<file path="src/rtl/control_sequencer_pkg.sv">
// Shared encodings for the basic-computer control path: opcodes, ALU
// operations, AR source select and the bundled control word.
package control_sequencer_pkg;

    localparam int unsigned NUM_PHASES = 5;
    localparam int unsigned MIRROR_W   = 3;

    typedef enum logic [2:0] {
        OP_AND = 3'd0,
        OP_ADD = 3'd1,
        OP_LDA = 3'd2,
        OP_STA = 3'd3,
        OP_BUN = 3'd4,
        OP_BSA = 3'd5,
        OP_ISZ = 3'd6,
        OP_REG = 3'd7
    } opcode_e;

    typedef enum logic [2:0] {
        ALU_LDA = 3'd0,
        ALU_AND = 3'd1,
        ALU_ADD = 3'd2,
        ALU_CLA = 3'd3,
        ALU_CMA = 3'd4,
        ALU_INC = 3'd5
    } alu_op_e;

    typedef enum logic [1:0] {
        AR_SRC_PC  = 2'd0,
        AR_SRC_IR  = 2'd1,
        AR_SRC_MEM = 2'd2
    } ar_src_e;

    // Instruction word as latched from memory
    typedef struct packed {
        logic        indirect;
        opcode_e     op;
        logic [11:0] addr;
    } instr_t;

    // One cycle's worth of datapath controls
    typedef struct packed {
        logic    ar_ld;
        ar_src_e ar_src;
        logic    mem_rd;
        logic    mem_wr;
        logic    ir_ld;
        logic    pc_inc;
        logic    pc_ld;
        logic    ac_ld;
        alu_op_e alu_op;
    } ctrl_t;

    localparam ctrl_t CTRL_IDLE = ctrl_t'('0);

    // ALU function for the memory-operand instructions that load AC
    function automatic alu_op_e mem_alu_op(input opcode_e op);
        case (op)
            OP_AND:  return ALU_AND;
            OP_ADD:  return ALU_ADD;
            default: return ALU_LDA;
        endcase
    endfunction

endpackage

</file>
<file path="src/rtl/control_sequencer_if.sv">
// Bus between the timing generator / datapath (master) and the control
// sequencer (slave): phase strobes and memory data in, control lines out.
interface control_sequencer_if;
    logic        T0;
    logic        T1;
    logic        T2;
    logic        T3;
    logic        T4;
    logic [15:0] ir_in;
    logic        ar_ld;
    logic [1:0]  ar_src;
    logic        mem_rd;
    logic        mem_wr;
    logic        ir_ld;
    logic        pc_inc;
    logic        pc_ld;
    logic        ac_ld;
    logic [2:0]  alu_op;
    logic        halted;
    logic        fault;

    modport master (
        output T0, T1, T2, T3, T4, ir_in,
        input  ar_ld, ar_src, mem_rd, mem_wr, ir_ld, pc_inc, pc_ld, ac_ld,
        input  alu_op, halted, fault
    );

    modport slave (
        input  T0, T1, T2, T3, T4, ir_in,
        output ar_ld, ar_src, mem_rd, mem_wr, ir_ld, pc_inc, pc_ld, ac_ld,
        output alu_op, halted, fault
    );
endinterface

</file>
<file path="src/rtl/control_sequencer_phase_checker.sv">
// Local copy of the timing generator's phase count. Flags any cycle where
// the incoming T strobes differ from the one-hot pattern the count implies,
// and passes through only the strobe that agrees with the count.
module control_sequencer_phase_checker
    import control_sequencer_pkg::*;
(
    input  logic                  clk,
    input  logic                  Reset,
    input  logic [NUM_PHASES-1:0] t_strobe_i,
    output logic [NUM_PHASES-1:0] phase_hit_o,
    output logic                  phase_err_o
);

    logic [MIRROR_W-1:0]   mirror_q;
    logic [MIRROR_W-1:0]   mirror_d;
    logic [NUM_PHASES-1:0] expected;

    // Free-running 3-bit count, wraps 7 -> 0; 5..7 are the dead cycles
    always_ff @(posedge clk or posedge Reset) begin
        // NOTE: clocked state uses <= so every register samples pre-edge values.
        if (Reset) begin
            mirror_q <= '0;
        end else begin
            mirror_q <= mirror_d;
        end
    end

    // Expected one-hot strobe pattern for the current count
    always_comb begin
        // NOTE: defaults first so no path through this block leaves a latch.
        expected = '0;
        mirror_d = mirror_q + 3'd1;
        if (mirror_q < 3'(NUM_PHASES)) begin
            expected[mirror_q] = 1'b1;
        end
    end

    assign phase_err_o = (t_strobe_i != expected);
    assign phase_hit_o = t_strobe_i & expected;

endmodule

</file>
<file path="src/rtl/control_sequencer.sv">
// Instruction-cycle control sequencer: decodes the latched instruction
// against the current phase strobe and drives the datapath controls.
// A phase mismatch or illegal opcode latches fault; HLT latches halted;
// either one silences every control until Reset.
module control_sequencer
    import control_sequencer_pkg::*;
(
    input  logic               clk,
    input  logic               Reset,
    control_sequencer_if.slave bus
);

    logic [NUM_PHASES-1:0] t_strobe;
    logic [NUM_PHASES-1:0] phase_hit;
    logic                  phase_err;

    logic [15:0] ir_q;
    logic [15:0] ir_d;
    logic        halted_q;
    logic        halted_d;
    logic        fault_q;
    logic        fault_d;

    instr_t instr;
    logic   active;
    ctrl_t  ctrl;
    ctrl_t  ctrl_out;
    logic   set_halt;
    logic   set_illegal;
    logic   unused_addr_bits;

    assign t_strobe = {bus.T4, bus.T3, bus.T2, bus.T1, bus.T0};

    control_sequencer_phase_checker u_phase_checker (
        .clk         (clk),
        .Reset       (Reset),
        .t_strobe_i  (t_strobe),
        .phase_hit_o (phase_hit),
        .phase_err_o (phase_err)
    );

    assign instr            = instr_t'(ir_q);
    assign active           = ~(halted_q | fault_q);
    assign unused_addr_bits = ^instr.addr[8:1];

    // State register: instruction latch and sticky status flags
    always_ff @(posedge clk or posedge Reset) begin
        if (Reset) begin
            ir_q     <= '0;
            halted_q <= 1'b0;
            fault_q  <= 1'b0;
        end else begin
            ir_q     <= ir_d;
            halted_q <= halted_d;
            fault_q  <= fault_d;
        end
    end

    // Next state: IR loads only on a valid T1; flags only ever set
    always_comb begin
        ir_d = ir_q;
        if (active && phase_hit[1]) begin
            ir_d = bus.ir_in;
        end
        halted_d = halted_q | set_halt;
        fault_d  = fault_q | phase_err | set_illegal;
    end

    // Output decode from the agreeing strobe and the latched instruction
    always_comb begin
        ctrl        = CTRL_IDLE;
        set_halt    = 1'b0;
        set_illegal = 1'b0;
        if (active) begin
            if (phase_hit[0]) begin
                ctrl.ar_ld  = 1'b1;
                ctrl.ar_src = AR_SRC_PC;
            end
            if (phase_hit[1]) begin
                ctrl.mem_rd = 1'b1;
                ctrl.ir_ld  = 1'b1;
                ctrl.pc_inc = 1'b1;
            end
            if (phase_hit[2]) begin
                ctrl.ar_ld  = 1'b1;
                ctrl.ar_src = AR_SRC_IR;
                set_illegal = (instr.op == OP_BSA) || (instr.op == OP_ISZ) ||
                              ((instr.op == OP_REG) && instr.indirect);
            end
            if (phase_hit[3]) begin
                if ((instr.op <= OP_BUN) && instr.indirect) begin
                    ctrl.mem_rd = 1'b1;
                    ctrl.ar_ld  = 1'b1;
                    ctrl.ar_src = AR_SRC_MEM;
                end else if ((instr.op == OP_REG) && !instr.indirect) begin
                    if (instr.addr[11]) begin
                        ctrl.ac_ld  = 1'b1;
                        ctrl.alu_op = ALU_CLA;
                    end else if (instr.addr[10]) begin
                        ctrl.ac_ld  = 1'b1;
                        ctrl.alu_op = ALU_CMA;
                    end else if (instr.addr[9]) begin
                        ctrl.ac_ld  = 1'b1;
                        ctrl.alu_op = ALU_INC;
                    end else if (instr.addr[0]) begin
                        set_halt = 1'b1;
                    end
                end
            end
            if (phase_hit[4]) begin
                case (instr.op)
                    OP_AND, OP_ADD, OP_LDA: begin
                        ctrl.mem_rd = 1'b1;
                        ctrl.ac_ld  = 1'b1;
                        ctrl.alu_op = mem_alu_op(instr.op);
                    end
                    OP_STA:  ctrl.mem_wr = 1'b1;
                    OP_BUN:  ctrl.pc_ld  = 1'b1;
                    default: ;
                endcase
            end
        end
    end

    // Reset forces the control lines low immediately, independent of clk
    always_comb begin
        ctrl_out = Reset ? CTRL_IDLE : ctrl;
    end

    assign bus.ar_ld  = ctrl_out.ar_ld;
    assign bus.ar_src = ctrl_out.ar_src;
    assign bus.mem_rd = ctrl_out.mem_rd;
    assign bus.mem_wr = ctrl_out.mem_wr;
    assign bus.ir_ld  = ctrl_out.ir_ld;
    assign bus.pc_inc = ctrl_out.pc_inc;
    assign bus.pc_ld  = ctrl_out.pc_ld;
    assign bus.ac_ld  = ctrl_out.ac_ld;
    assign bus.alu_op = ctrl_out.alu_op;
    assign bus.halted = halted_q;
    assign bus.fault  = fault_q;

endmodule

</file>
<file path="src/flat_wrapper.sv">
// flat-port wrapper written by rule: the top's interface ports become plain ports
module control_sequencer_flat import control_sequencer_pkg::*;
  (clk, Reset, bus_T0, bus_T1, bus_T2, bus_T3, bus_T4, bus_ir_in, bus_ar_ld, bus_ar_src, bus_mem_rd, bus_mem_wr, bus_ir_ld, bus_pc_inc, bus_pc_ld, bus_ac_ld, bus_alu_op, bus_halted, bus_fault);
  control_sequencer_if bus_i ();
  input  logic clk;
  input  logic Reset;
  input wire logic [$bits(bus_i.T0)-1:0] bus_T0;
  input wire logic [$bits(bus_i.T1)-1:0] bus_T1;
  input wire logic [$bits(bus_i.T2)-1:0] bus_T2;
  input wire logic [$bits(bus_i.T3)-1:0] bus_T3;
  input wire logic [$bits(bus_i.T4)-1:0] bus_T4;
  input wire logic [$bits(bus_i.ir_in)-1:0] bus_ir_in;
  output wire logic [$bits(bus_i.ar_ld)-1:0] bus_ar_ld;
  output wire logic [$bits(bus_i.ar_src)-1:0] bus_ar_src;
  output wire logic [$bits(bus_i.mem_rd)-1:0] bus_mem_rd;
  output wire logic [$bits(bus_i.mem_wr)-1:0] bus_mem_wr;
  output wire logic [$bits(bus_i.ir_ld)-1:0] bus_ir_ld;
  output wire logic [$bits(bus_i.pc_inc)-1:0] bus_pc_inc;
  output wire logic [$bits(bus_i.pc_ld)-1:0] bus_pc_ld;
  output wire logic [$bits(bus_i.ac_ld)-1:0] bus_ac_ld;
  output wire logic [$bits(bus_i.alu_op)-1:0] bus_alu_op;
  output wire logic [$bits(bus_i.halted)-1:0] bus_halted;
  output wire logic [$bits(bus_i.fault)-1:0] bus_fault;
  assign bus_i.T0 = bus_T0;
  assign bus_i.T1 = bus_T1;
  assign bus_i.T2 = bus_T2;
  assign bus_i.T3 = bus_T3;
  assign bus_i.T4 = bus_T4;
  assign bus_i.ir_in = bus_ir_in;
  assign bus_ar_ld = bus_i.ar_ld;
  assign bus_ar_src = bus_i.ar_src;
  assign bus_mem_rd = bus_i.mem_rd;
  assign bus_mem_wr = bus_i.mem_wr;
  assign bus_ir_ld = bus_i.ir_ld;
  assign bus_pc_inc = bus_i.pc_inc;
  assign bus_pc_ld = bus_i.pc_ld;
  assign bus_ac_ld = bus_i.ac_ld;
  assign bus_alu_op = bus_i.alu_op;
  assign bus_halted = bus_i.halted;
  assign bus_fault = bus_i.fault;
  control_sequencer u_core (.clk(clk), .Reset(Reset), .bus(bus_i));
endmodule
</file>
<file path="config.mk">
export PLATFORM = sky130hd
export DESIGN_NAME = control_sequencer_flat
export DESIGN_NICKNAME = d
export VERILOG_FILES = /design/src/rtl/control_sequencer_pkg.sv /design/src/rtl/control_sequencer_if.sv /design/src/rtl/control_sequencer_phase_checker.sv /design/src/rtl/control_sequencer.sv /design/src/flat_wrapper.sv
export SDC_FILE = /design/constraint.sdc
export NUM_CORES = 1
export LEC_CHECK = 0
export BUFFER_PORTS_ARGS = -buffer_cell sky130_fd_sc_hd__buf_4
export CORE_ASPECT_RATIO = 0.7
export CORE_MARGIN = 2
export CORE_UTILIZATION = 35
export DETAILED_ROUTE_END_ITERATION = 10
export PLACE_DENSITY = 0.73
export SLEW_MARGIN = 10
export SYNTH_ARGS = -nofsm -noshare
export SYNTH_HDL_FRONTEND = slang
export SYNTH_SLANG_ARGS = --single-unit
</file>
<file path="constraint.sdc">
create_clock -name clk -period 3.3 [get_ports clk]
set_input_delay 0.495 -clock clk [delete_from_list [all_inputs] [get_ports clk]]
set_output_delay 0.495 -clock clk [all_outputs]
set_load 0.02 [all_outputs]
</file>
# Yosys cells after proc, flatten, opt, wreduce, memory -nomap -nowiden
# Cells that the tools add are included.
dict set report totals {
  reg_bits 21
  input_bits 23
  out_inout_bits 14
  elab_cells 67
}
dict set report op_classes {
  addsub 1
  order_cmp 4
  eq_ne 8
  mux 34
  bitwise_logic 6
  n_reduce_logical 10
}
# operator count
set ops {}
lappend ops {{$mux 4} 9}
lappend ops {{$mux 12} 2}
lappend ops {{$mux 1} 15}
lappend ops {{$eq 3x3->1 const B} 4}
lappend ops {{$mux 5} 2}
lappend ops {{$eq 3x2->1 const B} 2}
lappend ops {{$mux 3} 2}
lappend ops {{$and 5x5->5} 1}
lappend ops {{$logic_and 1x1->1} 5}
lappend ops {{$ne 5x5->1} 1}
lappend ops {{$lt 3x4->1 const B} 1}
lappend ops {{$mux 2} 2}
lappend ops {{$or 1x1->1} 4}
lappend ops {{$pmux 2 s2} 1}
lappend ops {{$add 3x1->3 const B} 1}
lappend ops {{$demux 1 s3} 1}
lappend ops {{$eq 3x1->1 const B} 1}
lappend ops {{$ge 3x1->1 const B} 1}
lappend ops {{$le 3x3->1 const B} 1}
lappend ops {{$logic_not 3->1} 1}
lappend ops {{$lt 3x3->1 const B} 1}
lappend ops {{$reduce_or 3->1} 1}
lappend ops {{$logic_or 1x1->1} 2}
lappend ops {{$logic_not 1->1} 1}
lappend ops {{$not 1->1} 1}

# Depth between registers and ports, before layout
dict set report depth {
  word_depth 14
  mapped_depth 6
  ltp_nobuf 6
}

# Cells and area by module
# A second synthesis with hierarchy kept.
dict set report unflattened {
  hier_cells 78
  hier_area_um2 809.5
}
# module n_inst cells_per_inst area_per_inst_um2 seq_area_each_um2
set modules_own_cells {}
lappend modules_own_cells {control_sequencer 1 58 588.1 250.2}
lappend modules_own_cells {control_sequencer_phase_checker 1 20 221.5 75.1}

# Worst setup path after synthesis
# No wires, ideal clock.
dict set report synth_timing {
  path_type {reg-to-output}
  start {register u_core.u_phase_checker.mirror_q[0]}
  end {output bus_alu_op[2]}
  arrival_ps 1921
  required_ps 2805
  slack_ps 884
  stages_incl_launch_ff 7
  path_buffers 0
  path_cell_list {dfrtp_1 inv_1 nor3b_1 ha_1 nand2_1 or3_1 nor4_1}
}
dict set report synth_between {
  elab_chain_cells 11
  word_cells_on_any_way 13
  cone_classes {order compare (3); mux (8); bitwise (1); reduce/logical (1)}
}
# item line
set synth_lines {}
lappend synth_lines {{start, declared} control_sequencer_phase_checker.sv:14} ;# logic [MIRROR_W-1:0] mirror_q;
lappend synth_lines {{start signal, assigned} control_sequencer_phase_checker.sv:24} ;# mirror_q <= mirror_d;
lappend synth_lines {{$lt 3x4->1 (not written as such) / $ge 3x1->1 (equally long branches)} control_sequencer_phase_checker.sv:34} ;# expected[mirror_q] = 1'b1;
lappend synth_lines {{$logic_and 1x1->1 (not written as such)} control_sequencer_phase_checker.sv:34}
lappend synth_lines {{$mux 1 (not written as such)} control_sequencer_phase_checker.sv:34}
lappend synth_lines {{$demux 1 s3} control_sequencer_phase_checker.sv:34}
lappend synth_lines {{$mux 5 *} control_sequencer_phase_checker.sv:33} ;# if (mirror_q < 3'(NUM_PHASES)) begin
lappend synth_lines {{$and 5x5->5 *} control_sequencer_phase_checker.sv:39} ;# assign phase_hit_o = t_strobe_i & expected;
lappend synth_lines {{$mux 4} control_sequencer.sv:90} ;# if (phase_hit[3]) begin
lappend synth_lines {{$mux 4} control_sequencer.sv:111} ;# case (instr.op)
lappend synth_lines {{$mux 5 *} control_sequencer.sv:110} ;# if (phase_hit[4]) begin
lappend synth_lines {{$mux 12 *} control_sequencer.sv:74} ;# if (active) begin
lappend synth_lines {{$mux 12 *} control_sequencer.sv:127} ;# ctrl_out = Reset ? CTRL_IDLE : ctrl;
lappend synth_lines {{end, declared} flat_wrapper.sv:21} ;# output wire logic [$bits(bus_i.alu_op)-1:0] bus_alu_op;
# Mark *: on every way between the ends. The rest lies on a longest branch, timed or not.

# Final worst setup path
# Same ends and word-level chain as after synthesis.

==> metrics <==
endpoint type of the worst setup path=primary output; Max-slew headroom=0.677; Reg-to-Reg Start=u_core.u_phase_checker.mirror_q[0]; post-detailed-route via-to-cell ratio=5.02; Resized Gates After CTS=0; GR Util All Layers=0.144; Synth Area in Compound Gates=0.0963; Initial Utilization=0.371; Core Footprint=2170 sq um; Die ar.=2710 sq um; number of synthesized flops with an enable pin=0; status=completed; fraction of registers with async set/reset=1.00; Post-Route WL=1870 um; share of layout cells above drive strength 1=0.404; Synth warnings=0; Yosys reg bits=13; post-synth net total=108; Worst EP required=2800 ps; pwr/cell area=258 nW/um^2; Clock Pin Slew Worst Setup and Hold Paths=70 ps; FP Rows=14; Adder-Cell Fraction of Synth Area=0.0932; vias in the first global route=681; Worst Setup Path Type=reg -> out; RSZ-0062 raised after global routing=false; worst-margin pin slew=484 ps; Hold Path Class=in -> async; Post-CTS Setup Inserts=0; worst r2r path cells=6; Synth area leaders=dfrtp_1, mux2_2, ha_1; Initial DRC Count=26; xor-xnor portion of the synthesized cell area=0.0109; CTS Hold Bufs=0; GPL Wtd Cong=0.768; Avg WL per Cell=13.2 um; global-route wire length before repair=2900 um; largest net degree at the start of global routing=14; Period minus WS final=2650 ps; Yosys top cell by area=dfrtp_1; combinational family with the most area after synthesis=simple AND/OR/NAND/NOR gates; Final setup viols=0; post-synth top area share=0.404; Final Cycle Share=0.802; ANT cells=0; nets=139; Primary FF master, synth=dfrtp_1; CTS Root Cell=clkbuf_4; most frequent cells after synthesis=dfrtp_1, mux2_2, ha_1, nor3_1, nor2_1; most frequent cell after synthesis=dfrtp_1; setup TNS=0 ps; Worst-Skew Late Latency=270 ps; worst vdd ir=136 uV; Worst Clk Skew=0.714 ps; DP Wirelength=1500 um; Leak=0.504 nW; Die X=61.4 um; Critical Path AT=2150 ps; CTS tree=done; RR Endpoint=u_core.bus.fault; Fin. Hold Viols=0; area grow syn2layout=32.8%; gr ovfl total=0; H-Tree Depth=1; Syn Area/Cell=10.2 sq um; synthesized area=806 sq um; MaxCap Viol Count=0; count of different cell masters after synthesis=31; sequential share of the synthesized area=0.404; drt first pass iters=4; Fmax achieved=378 MHz; hold_ws=250 ps; crit-path max FO=5; fraction of the mapped netlist area in simple logic gates=0.264; initial antenna violation count=0; vias post-DR=708; drt drc=0; Worst setup SP type=flop; CTS sink cnt=13; post-route ant nets=0; CTS max path bufs=2; max-slew violation count=0; Die Y=44.1 um; port bufs=28; Top Ports=37; CP Launch Point=u_core.u_phase_checker.mirror_q[0]; flop-to-flop setup slack=1420 ps; fillcell total=215; TritonCTS Buffers=3; area of the multi-input gates=453 sq um; post-synthesis mux area share=0.0978; Synth Instances=79; Register Area=325 sq um
-- routing by layer --
layer / part of all wire / global-route usage / wire length, um
met2: 0.46 / 0.217 / 857
met4: 0.012 / 0.0851 / 22
met3: 0.049 / 0.0146 / 91
met1: 0.48 / 0.201 / 895
met5: 0 / 0 / 0
-- power breakdown --
group / switching, mW / total [mW] / internal, mW
clock: 0.0496 / 0.0965 / 0.0469
combinational: 0.00746 / 0.0198 / 0.0124
sequential: 0.0000407 / 0.159 / 0.159
-- stage by stage --
| stage | setup WS (ps) | instance area, sq um | power [mW] | instances | utilization |
|---|---|---|---|---|---|
| after floorplan | 884 | 806 | 0.167 | 79 | - |
| after global placement | 995 | 1040 | 0.182 | 137 | 0.480 |
| after detailed placement | 966 | 1040 | 0.182 | 137 | 0.480 |
| after CTS | 640 | 1070 | 0.280 | 141 | 0.493 |
| after global routing | 451 | 1070 | 0.288 | 141 | 0.493 |
| final | 655 | 1070 | 0.275 | 141 | 0.493 |
-- kinds of logic (layout without fill, tap and decap cells) --
logic type / Yosys count / in the layout
fa+ha+maj: 6 / 6
simple gates: 35 / 35
flops: 13 / 13
compound gates: 11 / 11
buf+inv: 6 / 36
xor+xnor: 1 / 1
mux: 7 / 7
-- sequential cells by signal, indices dropped and copies added (netlist names) --
name and flops:
u_core.bus.fault 1, u_core.bus.halted 1, u_core.instr 8, u_core.u_phase_checker.mirror_q 3
-- layout make-up --
class / instances / area share
inverter: 4 / 0.0140
tap: 32 / 0.0374
multi-input combinational: 60 / 0.423
timing repair buffer: 28 / 0.196
clock buffer: 4 / 0.0246
sequential: 13 / 0.304
-- cells in the final DEF, fill, tap and decap left out --
cell type and instances:
and3_1 1, o21ai_0 2, nor3_1 6, nand2b_1 2, nor2b_1 1, nand2_1 4, nor3b_1 3, or4_4 1
xor2_1 1, or3_1 2, nor3b_4 1, inv_1 4, nand3_1 1, and2_1 1, o221a_2 1, nor2_1 5
a2111o_1 1, dfrtp_1 13, a21oi_1 4, nand2_2 1, clkbuf_1 1, buf_4 28, nor4_1 3, or4_1 1
a21oi_2 1, or3_2 1, ha_1 6, clkbuf_4 3, o41ai_1 1, o21bai_1 1, mux2_2 7, nand3b_1 1
-- critical path, stage by stage, from the launching register on --
cell and delay, ps:
dfrtp_1 430, inv_1 90, nor3b_1 220, ha_1 210, nand2_1 110, or3_1 350
nor4_1 270, buf_4 200
-- how the worst max path moves through the flow --
stage	slack, ps	endpoint
6_report	650	bus_alu_op[2]
5_1_grt	450	bus_alu_op[2]
4_1_cts	640	bus_alu_op[2]
3_5_place_dp	970	bus_alu_op[2]
3_3_place_gp	990	bus_alu_op[2]
2_1_floorplan	880	bus_alu_op[2]
Note: power is estimated with default switching activity, not from simulation.
